==> config.mk <==
export PLATFORM = sky130hd
export DESIGN_NAME = uc_jogo_principal_multiacao
export DESIGN_NICKNAME = d
export VERILOG_FILES = /design/src/rtl/uc_jogo_principal_multiacao.sv
export SDC_FILE = /design/constraint.sdc
export NUM_CORES = 1
export LEC_CHECK = 0
export CAP_MARGIN = 20
export CORE_MARGIN = 2
export CORE_UTILIZATION = 28
export CTS_BUF_LIST = sky130_fd_sc_hd__clkbuf_16
export DETAILED_ROUTE_END_ITERATION = 8
export HOLD_SLACK_MARGIN = 0.03
export PLACE_DENSITY = 0.49
export SYNTH_ARGS = -nofsm -noshare
export SYNTH_HDL_FRONTEND = slang
export SYNTH_SLANG_ARGS = --single-unit
==> constraint.sdc <==
create_clock -name clock -period 2.5 [get_ports clock]
set_input_delay 0.75 -clock clock [delete_from_list [all_inputs] [get_ports clock]]
set_output_delay 0.75 -clock clock [all_outputs]
set_load 0.01 [all_outputs]
==> src/rtl/uc_jogo_principal_multiacao.sv <==
// uc_jogo_principal_multiacao: main game control unit with N action channels, per-channel cooldown,
// fixed-priority arbitration, pause, registration watchdog and restart from game over.
module uc_jogo_principal_multiacao #(
  parameter int N_ACOES = 2,
  parameter int CD_W = 8,
  parameter logic [N_ACOES*CD_W-1:0] COOLDOWN = {8'd20, 8'd5},
  parameter int VIDAS_W = 2,
  parameter int TIMEOUT = 255
) (
  input  logic               clock,
  input  logic               reset,
  input  logic               iniciar,
  input  logic               pausar,
  input  logic [VIDAS_W-1:0] vidas,
  input  logic               ocorreu_jogada,
  input  logic [N_ACOES-1:0] acao_pedida,
  input  logic               fim_movimentacao,
  input  logic [N_ACOES-1:0] fim_registra,
  output logic               enable_reg_jogada,
  output logic               reset_reg_jogada,
  output logic               reset_elementos,
  output logic               inicia_movimentacao,
  output logic               termina,
  output logic [N_ACOES-1:0] inicia_registra,
  output logic [N_ACOES-1:0] acao_ativa,
  output logic               pausado,
  output logic               pronto,
  output logic               erro,
  output logic [4:0]         db_estado
);
  typedef enum logic [4:0] {
    INICIAL         = 5'd0,
    INICIALIZA      = 5'd1,
    ESPERA_JOGADA   = 5'd2,
    REGISTRA        = 5'd3,
    TERMINA_MOV     = 5'd4,
    ESPERA_REGISTRA = 5'd5,
    FIM_JOGO        = 5'd6,
    INICIA_REGISTRA = 5'd7,
    SALVA1          = 5'd8,
    SALVA2          = 5'd9,
    PAUSA           = 5'd10,
    ESPERA_ENVIAR   = 5'd12,
    RESETA_JOGADA   = 5'd13,
    ERRO            = 5'd31
  } estado_t;

  localparam logic [7:0] WD_MAX = 8'(TIMEOUT - 1);

  estado_t estado, nxt;
  logic [N_ACOES-1:0][CD_W-1:0] cd;
  logic [N_ACOES-1:0] ready, pedido, sel;
  logic [7:0] wd;
  logic sem_vidas, congelado;

  for (genvar g = 0; g < N_ACOES; g++) begin : g_ready
    assign ready[g] = cd[g] == COOLDOWN[g*CD_W +: CD_W];
  end

  // lowest set bit of the ready requests wins (bit 0 highest priority)
  assign pedido = acao_pedida & ready;
  assign sel = pedido & (~pedido + N_ACOES'(1));
  assign sem_vidas = vidas == '0;
  assign congelado = estado inside {PAUSA, FIM_JOGO, ERRO};

  always_comb begin
    nxt = ERRO;
    case (estado)
      INICIAL:         nxt = iniciar ? INICIALIZA : INICIAL;
      INICIALIZA:      nxt = ESPERA_JOGADA;
      ESPERA_JOGADA:   nxt = sem_vidas ? ESPERA_ENVIAR : pausar ? PAUSA :
                             ocorreu_jogada ? RESETA_JOGADA : ESPERA_JOGADA;
      PAUSA:           nxt = pausar ? PAUSA : ESPERA_JOGADA;
      RESETA_JOGADA:   nxt = REGISTRA;
      REGISTRA:        nxt = SALVA1;
      SALVA1:          nxt = SALVA2;
      SALVA2:          nxt = sem_vidas ? FIM_JOGO : |sel ? TERMINA_MOV : ESPERA_JOGADA;
      TERMINA_MOV:     nxt = !fim_movimentacao ? TERMINA_MOV : sem_vidas ? FIM_JOGO : INICIA_REGISTRA;
      INICIA_REGISTRA: nxt = ESPERA_REGISTRA;
      ESPERA_REGISTRA: nxt = |(fim_registra & acao_ativa) ? ESPERA_JOGADA :
                             wd == WD_MAX ? ERRO : ESPERA_REGISTRA;
      ESPERA_ENVIAR:   nxt = fim_movimentacao ? FIM_JOGO : ESPERA_ENVIAR;
      FIM_JOGO:        nxt = iniciar ? INICIALIZA : FIM_JOGO;
      default:         nxt = ERRO;
    endcase
  end

  always_ff @(posedge clock or negedge reset) begin
    if (!reset) begin
      estado              <= INICIAL;
      db_estado           <= '0;
      cd                  <= '0;
      wd                  <= '0;
      acao_ativa          <= '0;
      enable_reg_jogada   <= 1'b0;
      reset_reg_jogada    <= 1'b0;
      reset_elementos     <= 1'b0;
      inicia_movimentacao <= 1'b0;
      termina             <= 1'b0;
      inicia_registra     <= '0;
      pausado             <= 1'b0;
      pronto              <= 1'b0;
      erro                <= 1'b0;
    end else begin
      estado              <= nxt;
      db_estado           <= nxt;
      enable_reg_jogada   <= nxt == REGISTRA;
      reset_reg_jogada    <= nxt inside {INICIALIZA, RESETA_JOGADA, FIM_JOGO};
      reset_elementos     <= nxt == INICIALIZA;
      inicia_movimentacao <= nxt == ESPERA_JOGADA;
      termina             <= nxt inside {TERMINA_MOV, ESPERA_ENVIAR};
      inicia_registra     <= nxt == INICIA_REGISTRA ? acao_ativa : '0;
      pausado             <= nxt == PAUSA;
      pronto              <= nxt == FIM_JOGO;
      erro                <= nxt == ERRO;
      wd                  <= estado == INICIA_REGISTRA ? 8'd0 : estado == ESPERA_REGISTRA ? wd + 8'd1 : wd;
      acao_ativa          <= estado == SALVA2 ? sel : nxt == ESPERA_JOGADA ? '0 : acao_ativa;
      for (int i = 0; i < N_ACOES; i++)
        cd[i] <= estado == INICIALIZA ? COOLDOWN[i*CD_W +: CD_W] :
                 (estado == INICIA_REGISTRA && acao_ativa[i]) ? '0 :
                 (congelado || ready[i]) ? cd[i] : cd[i] + CD_W'(1);
    end
  end
endmodule

### Word-level counts from Yosys, hierarchy flattened

Cells that the tools add are included.

* $add $sub $neg: 4
* equal/unequal tests: 28
* shift-type cells: 0
* $lt $le $gt $ge: 0
* reduce and logical (&&, ||, !) cells: 13
* divide/modulo/power cells: 0
* bitwise gates (word level): 4
* multiply operators: 0
* muxes and demuxes: 25

Operators by type and width (count)
* 5-bit case mux with 13 select lines: 1
* 8-bit 2-to-1 mux: 8
* 5-bit by 4-bit == test with 1-bit output (second input constant): 8
* 5-bit by 3-bit == test with 1-bit output (second input constant): 7
* 8-bit by 1-bit adder with 8-bit output (second input constant): 3
* 5-bit by 2-bit == test with 1-bit output (second input constant): 4
* 4-bit 2-to-1 mux: 5
* 5-bit by 1-bit == test with 1-bit output (second input constant): 2
* 5-bit == test (second input constant): 2
* 5-bit 2-to-1 mux: 2
* 3-bit 2-to-1 mux: 3
* 8-bit by 3-bit == test with 1-bit output (second input constant): 1
* 8-bit by 5-bit == test with 1-bit output (second input constant): 1
* 8-bit == test (second input constant): 1
* 2-bit 2-to-1 mux: 4
* 2-bit AND: 3
* 3-bit by 2-bit inequality test with 1-bit output (second input constant): 2
* 2-bit nonzero test: 3
* 3-bit nonzero test: 2
* 5-bit logical NOT: 1
* 2-bit OR reduction: 2
* 2-bit by 1-bit adder with 2-bit output (second input constant): 1
* 1-bit logical AND: 2
* 2-bit logical NOT: 1
* other kinds (3): 5

* memories: 0
* bits in read-only memories: 0
* latch bits: 0
* flip-flop bits (word level): 41
* RAM bits: 0
* logic and storage cells: 88
* output and inout bits: 17
* input bits: 12

### Longest topological paths before layout

Gate-level depths: netlist of the first run.

* word-level depth: 12
* gate-level depth with buffers: 8
* mapped depth without buffers: 8

### Worst setup path before layout of the first run

Ideal clock, no wire load.

* path kind: input port to flip-flop
* from: input acao_pedida[0]
* to: register reset_reg_jogada
* data required time: 2369 ps
* setup time: 131 ps
* slack: 204 ps
* arrival: 2165 ps
* stages on the path: 6
* path buffers: 0
* cells stage by stage: or2b_2 > nor4_4 > o21ai_1 > a211o_1 > and3_4 > or3_1

* word-level cells in the longest chain between the ends: 10
* elaborated cells on any way between the ends: 12
* those cells by class: add/sub (1); eq/ne (3); mux (3); bitwise (3); reduce/logical (2)

Ends and longest elaborated chain
* from (decl): line 16 `input logic [N_ACOES-1:0] acao_pedida,`
* 2-bit AND (*): line 61 `assign pedido = acao_pedida & ready;`
* 2-bit inverter: line 62 `assign sel = pedido & (~pedido + N_ACOES'(1));`
* 2-bit by 1-bit adder with 2-bit output: line 62
* 2-bit AND (*): line 62
* 2-bit OR reduction (*): line 77 `SALVA2: nxt = sem_vidas ? FIM_JOGO : |sel ? TERMINA_MOV : ESPERA_JOGADA;`
* 3-bit 2-to-1 mux (*) (2 in a row): line 77
* 5-bit case mux with 13 select lines (*): line 68 `case (estado)`
* via nxt[1]: line 50 `estado_t estado, nxt;`
* 5-bit by 1-bit == test with 1-bit output (tied with other cells): line 108 `reset_reg_jogada <= nxt inside {INICIALIZA, RESETA_JOGADA, FIM_JOGO};`
* 3-bit nonzero test (*): line 108
* to (signal assigned): line 108
* to (decl): line 20 `output logic reset_reg_jogada,`

Mark *: on every way through the listed nets, which the timed path passes. The rest lies on a longest branch.
A chain may end at the register's enable or synchronous reset.

### Worst setup path in the final report of the first run

Same ends and word-level chain as after synthesis.

==> flow_metrics.tcl, run 1 <==
set metrics [dict create \
    setup_violations 0 \
    layout_commonest_cell "dfrtp_1" \
    grt_pass1_wl_um 9360 \
    postLayoutCellArea_um2 2990 \
    r2r_slack_ps 240 \
    async_reset_ff_frac 1.00 \
    crit_arrival_ps 2600 \
    yosys_register_bits 41 \
    min_period_over_period 0.972 \
    grt_use_total 0.134 \
    syn_nets 254 \
    relSlewSlack 0.610 \
    drv_cap 0 \
    area_growth_syn_to_layout_pct 31.4 \
    path_max_fanout 2 \
    routed_wire_length_per_instance_um 13.6 \
    core_region_area_um2 7810 \
    slew_viol_final 0 \
    cp.required_ps 2670 \
    syn_inst 236 \
    dpl-instance-area_um2 2830 \
    worstHoldPathType "in2async" \
    cts_root_buffer "clkbuf_16" \
    ant_nets 0 \
    rsz0062_at_grt "false" \
    syn-mean-instance-area_um2 9.64 \
    cts.path.max_buffers 2 \
    dr_total_vias 1951 \
    die_w_um 94.2 \
    overflow 0 \
    cts_tree "built" \
    synth.cell_area_um2 2280 \
    p_leak_nw 1.28 \
    drc 0 \
    period_needed_ps 2430 \
    antenna_found_initial 0 \
    synth_top_flop_cell "dfrtp_1" \
    cts_sinks 41 \
    grt_pass1_vias 1875 \
    start_util 0.292 \
    ys.warnings.count 0 \
    startpoint_type "input pin" \
    port-buffer-count 28 \
    die_h_um 94.2 \
    final-hold-violation-count 0 \
    max_clock_freq_mhz 411 \
    n_antenna_cell 0 \
    grt_max_degree 22 \
    layout_common_cells "41 x dfrtp_1, 27 x clkdlybuf4s50_1, 23 x buf_4" \
    place.gp.congestion 0.859 \
    status "finished clean" \
    synth-edff-count 0 \
    drt-initial-drc-count 70 \
    ir_drop_uv 191 \
    worstReg2RegStart "cd[14]" \
    crit_type "in2reg" \
    fp-row-count 32 \
    tns_ps 0 \
    clk-insertion-delay-late_ps 290 \
    wl_um 5320 \
    fin_nets 306 \
    post-place-cells 382 \
    yosysSeqAreaShare 0.451 \
    avgViaCountPerCell 4.99 \
    r2r_cells 6 \
    first_pass_iters 4 \
    clock_skew_ps 6.27 \
    cts_buffers 5 \
    tightest_slew_ps 585 \
    path_clk_slew_ps 60 \
    powerDensity_nw_per_um2 455 \
    pin_count 29 \
    reg2reg_to "reset_reg_jogada" \
    htreeDepth 2 \
    drive_above_1_share 0.187 \
    ys_types 54 \
    hpwl_um 4020 \
    finalNonFillerCells 391 \
    worst_setup_path_end_kind "flop" \
    dieArea_um2 8870 \
]
-- cell usage after synthesis, drive strengths merged, types with 2 or more instances --
cell,count,share of area
xnor2,6,0.023
nor3,10,0.022
or2,3,0.0082
o21bai,2,0.0066
nand2,22,0.036
a21oi,14,0.031
nand4,9,0.025
nand2b,2,0.0055
o22ai,2,0.0055
and4b,2,0.0099
nor2,18,0.030
xor2,12,0.046
nor4bb,2,0.0088
ha,6,0.033
inv,7,0.012
nand3,14,0.031
and3b,3,0.013
and3,7,0.022
dfrtp,41,0.45
or2b,4,0.015
a211oi,3,0.0099
clkbuf,6,0.014
nor4,3,0.021
o21ai,15,0.033
-- kinds of logic (layout without fill, tap and decap cells) --
kind of cell / count (synthesis) / after routing / synth area share
AO/OA/AOI/OAI: 47 / 47 / 0.129
XOR/XNOR: 18 / 18 / 0.0693
adder cells (fa/ha/maj): 6 / 6 / 0.0330
buffers and inverters: 14 / 67 / 0.0280
flip-flops: 41 / 41 / 0.451
multiplexers: 1 / 1 / 0.00495
AND/OR/NAND/NOR: 109 / 109 / 0.285
-- registers in the layout, summed over array words and instances (netlist names) --
name	cells
erro	1
pronto	1
inicia_movimentacao	1
pausado	1
reset_elementos	1
reset_reg_jogada	1
inicia_registra	2
wd	8
termina	1
estado	5
cd	16
enable_reg_jogada	1
acao_ativa	2
-- power breakdown --
part | leakage, nW | internal, mW | switching, mW
logic | 0.676 | 0.0281 | 0.0266
clock network | 0.0712 | 0.366 | 0.270
registers | 0.529 | 0.666 | 0.00316
-- area by class of cell --
| class | instances | area (um2) |
|---|---|---|
| fillers | 804 | 4820 |
| multi-input cells | 181 | 1200 |
| flip-flops and latches | 41 | 1030 |
| repair buffers | 52 | 468 |
| well taps | 102 | 128 |
| clock buffers | 5 | 125 |
| inverters | 7 | 26.3 |
| clock inverters | 3 | 17.5 |
-- worst max-delay path, cell delays in order --
cell             delay (ps)
clkdlybuf4s50_1         450
or2b_4                  260
nor4_4                  260
o21ai_1                  90
a211o_1                 290
and3_4                  160
or3_1                   330
-- worst max-delay path by stage --
stage | slack, ps | end | from
3_5_place_dp | -280 | reset_reg_jogada | acao_pedida[0]
2_1_floorplan | 200 | reset_reg_jogada | acao_pedida[0]
3_3_place_gp | -270 | reset_reg_jogada | acao_pedida[0]
5_1_grt | 6 | acao_ativa[1] | acao_pedida[0]
6_report | 70 | reset_reg_jogada | acao_pedida[0]
4_1_cts | 20 | reset_reg_jogada | acao_pedida[0]
-- repair_timing --
item | CTS | global route
setup buffers | 0 | 1
setup endpoints to repair | 0 | 2
gates resized for setup | 0 | 3
hold buffers | 0 | 0
-- metal layers --
metal  global-route usage  part of all wire
met5                    0                 0
met4               0.0556             0.026
met3               0.0273             0.045
met2                0.195              0.43
met1                0.192              0.50
-- through the flow --
step	worst slack (ps)	utilization	total power, mW	hold WS (ps)
2_1_floorplan	204	-	0.694	454
3_3_place_gp	-266	0.362	0.736	535
3_5_place_dp	-277	0.362	0.736	550
4_1_cts	21.0	0.380	1.38	454
5_1_grt	5.52	0.383	1.41	479
6_report	69.0	0.383	1.36	433
Note: power is estimated with default switching activity, not from simulation.
==> run 2: changes to the inputs <==
- CORE_MARGIN: 2 -> 5
==> run 2 against run 1 <==
Compared with the run above: core utilization rose by 0.21 points; critical path type unchanged; largest cell class unchanged; critical path depth unchanged; hold slack better by 8.0 ps; register-to-register slack lost 30 ps.
==> flow_metrics.tcl, run 2 (synthesis results as in run 1) <==
set metrics [dict create \
    cts_tree "built" \
    cts_sinks 41 \
    drt-initial-drc-count 79 \
    pin_count 29 \
    dp_slack_ps -276 \
    fp-row-count 32 \
    status "finished clean" \
    avgViaCountPerCell 4.88 \
    start_util 0.292 \
    period_needed_ps 2450 \
    crit_arrival_ps 2600 \
    ant_nets 0 \
    first_pass_iters 6 \
    finalNonFillerCells 393 \
    setup_ws_ps 54.3 \
    core_region_area_um2 7810 \
    post-place-cells 383 \
    crit_type "in2reg" \
    design_power_total_mw 1.32 \
    path_max_fanout 2 \
    max_stage_delay_ps 450 \
    endpoint "reset_reg_jogada" \
    hpwl_um 4130 \
    worst_setup_path_end_kind "flop" \
    r2r_cells 6 \
    area_growth_syn_to_layout_pct 32.1 \
    path_cells "clkdlybuf4s50_1 > or2b_4 > nor4_4 > o21ai_1 > a211o_1 > and3_4 > or3_1" \
    htreeDepth 2 \
    port-buffer-count 28 \
    reg.largest.list "cd: 16 flops, wd: 8 flops, estado: 5 flops" \
    grt_max_degree 42 \
    cp_slowest_cell "clkdlybuf4s50_1" \
    layout_commonest_cell "dfrtp_1" \
    cts_root_buffer "clkbuf_16" \
    grt_pass1_vias 1864 \
    grt_pass1_wl_um 9190 \
    die_w_um 100 \
    fin_nets 309 \
    clk-insertion-delay-late_ps 280 \
    antenna_found_initial 0 \
    ir_drop_uv 186 \
    dpl-instance-area_um2 2830 \
    worstHoldPathType "in2async" \
    die_h_um 100 \
    top_register "cd" \
    fill_cells 816 \
    layout_common_cells "41 x dfrtp_1, 27 x clkdlybuf4s50_1, 26 x buf_4" \
    wl_um 5400 \
    drc 0 \
    relSlewSlack 0.594 \
    setup_violations 0 \
    place.gp.congestion 0.852 \
    drive_above_1_share 0.192 \
    powerDensity_nw_per_um2 440 \
    routed_wire_length_per_instance_um 13.7 \
    clock_skew_ps 6.53 \
    overflow 0 \
    p_leak_nw 1.28 \
    worstReg2RegStart "cd[14]" \
    max_clock_freq_mhz 409 \
    cts.path.max_buffers 2 \
    cts_buffers 5 \
    grt_use_total 0.114 \
    slew_viol_final 0 \
    startpoint_type "input pin" \
    path_clk_slew_ps 50 \
    dieArea_um2 10000 \
    r2r_slack_ps 210 \
    cp.required_ps 2650 \
    final-hold-violation-count 0 \
    cp-startpoint "acao_pedida[0]" \
    n_antenna_cell 0 \
    postLayoutCellArea_um2 3010 \
    largest_reg_flops 16 \
    tightest_slew_ps 610 \
    dr_total_vias 1918 \
    min_period_over_period 0.978 \
    drv_cap 0 \
    reg2reg_to "reset_reg_jogada" \
]
## run 2: changes by cell type in the layout (fill, tap and decap cells not counted), sizes merged
cell	before	now
clkinv	3	1
clkinvlp	0	1
buf	25	28
## run 2: layer usage
metal,share of wire,vias to the layer above,GRT usage,routed length (um)
li1,-,957,-,-
met1,0.48,917,0.157,2620
met2,0.46,38,0.176,2470
met3,0.045,6,0.0202,245
met4,0.014,0,0.0456,75
met5,0,-,0,0
## run 2: power by group
group / total, mW / internal (mW) / leakage (nW) / switching (mW)
clock: 0.600 / 0.360 / 0.0633 / 0.240
combinational: 0.0544 / 0.0283 / 0.690 / 0.0261
sequential: 0.669 / 0.666 / 0.529 / 0.00303
## run 2: layout make-up
| class | count | area, um2 | share of cell area |
|---|---|---|---|
| well taps | 102 | 128 | 0.0424 |
| multi-input cells | 181 | 1200 | 0.399 |
| clock buffers | 5 | 125 | 0.0416 |
| inverters | 7 | 26.3 | 0.00874 |
| repair buffers | 55 | 490 | 0.163 |
| flip-flops and latches | 41 | 1030 | 0.341 |
| clock inverters | 2 | 11.3 | 0.00375 |
## run 2: worst min path at each step
stage / start / end / slack [ps] / depth (start not counted)
finish: reset / reset_elementos / 440 / 2
global route: reset / cd[4] / 460 / 2
CTS: reset / cd[4] / 450 / 2
detailed placement: estado[4] / enable_reg_jogada / 520 / 1
global placement: estado[4] / enable_reg_jogada / 530 / 1
floorplan: reset / acao_ativa[0] / 450 / 0
## run 2: stage by stage
step,hold slack (ps),setup TNS [ps],util
after floorplan,454,0,-
after global placement,532,-1050,0.363
after detailed placement,524,-1050,0.363
after CTS,448,0,0.380
after global routing,462,-9.30,0.385
final,441,0,0.385
## run 2: critical path: cells and delay by family
| kind | cells | cell delay [ps] |
|---|---|---|
| AO/OA/AOI/OAI | 2 | 380 |
| buffers and inverters | 1 | 450 |
| AND/OR/NAND/NOR | 4 | 1020 |
## run 2: timing repair
item	CTS	global route
buffers inserted	0	3
resized for setup	0	4
setup endpoints to repair	0	3
hold buffers	0	0
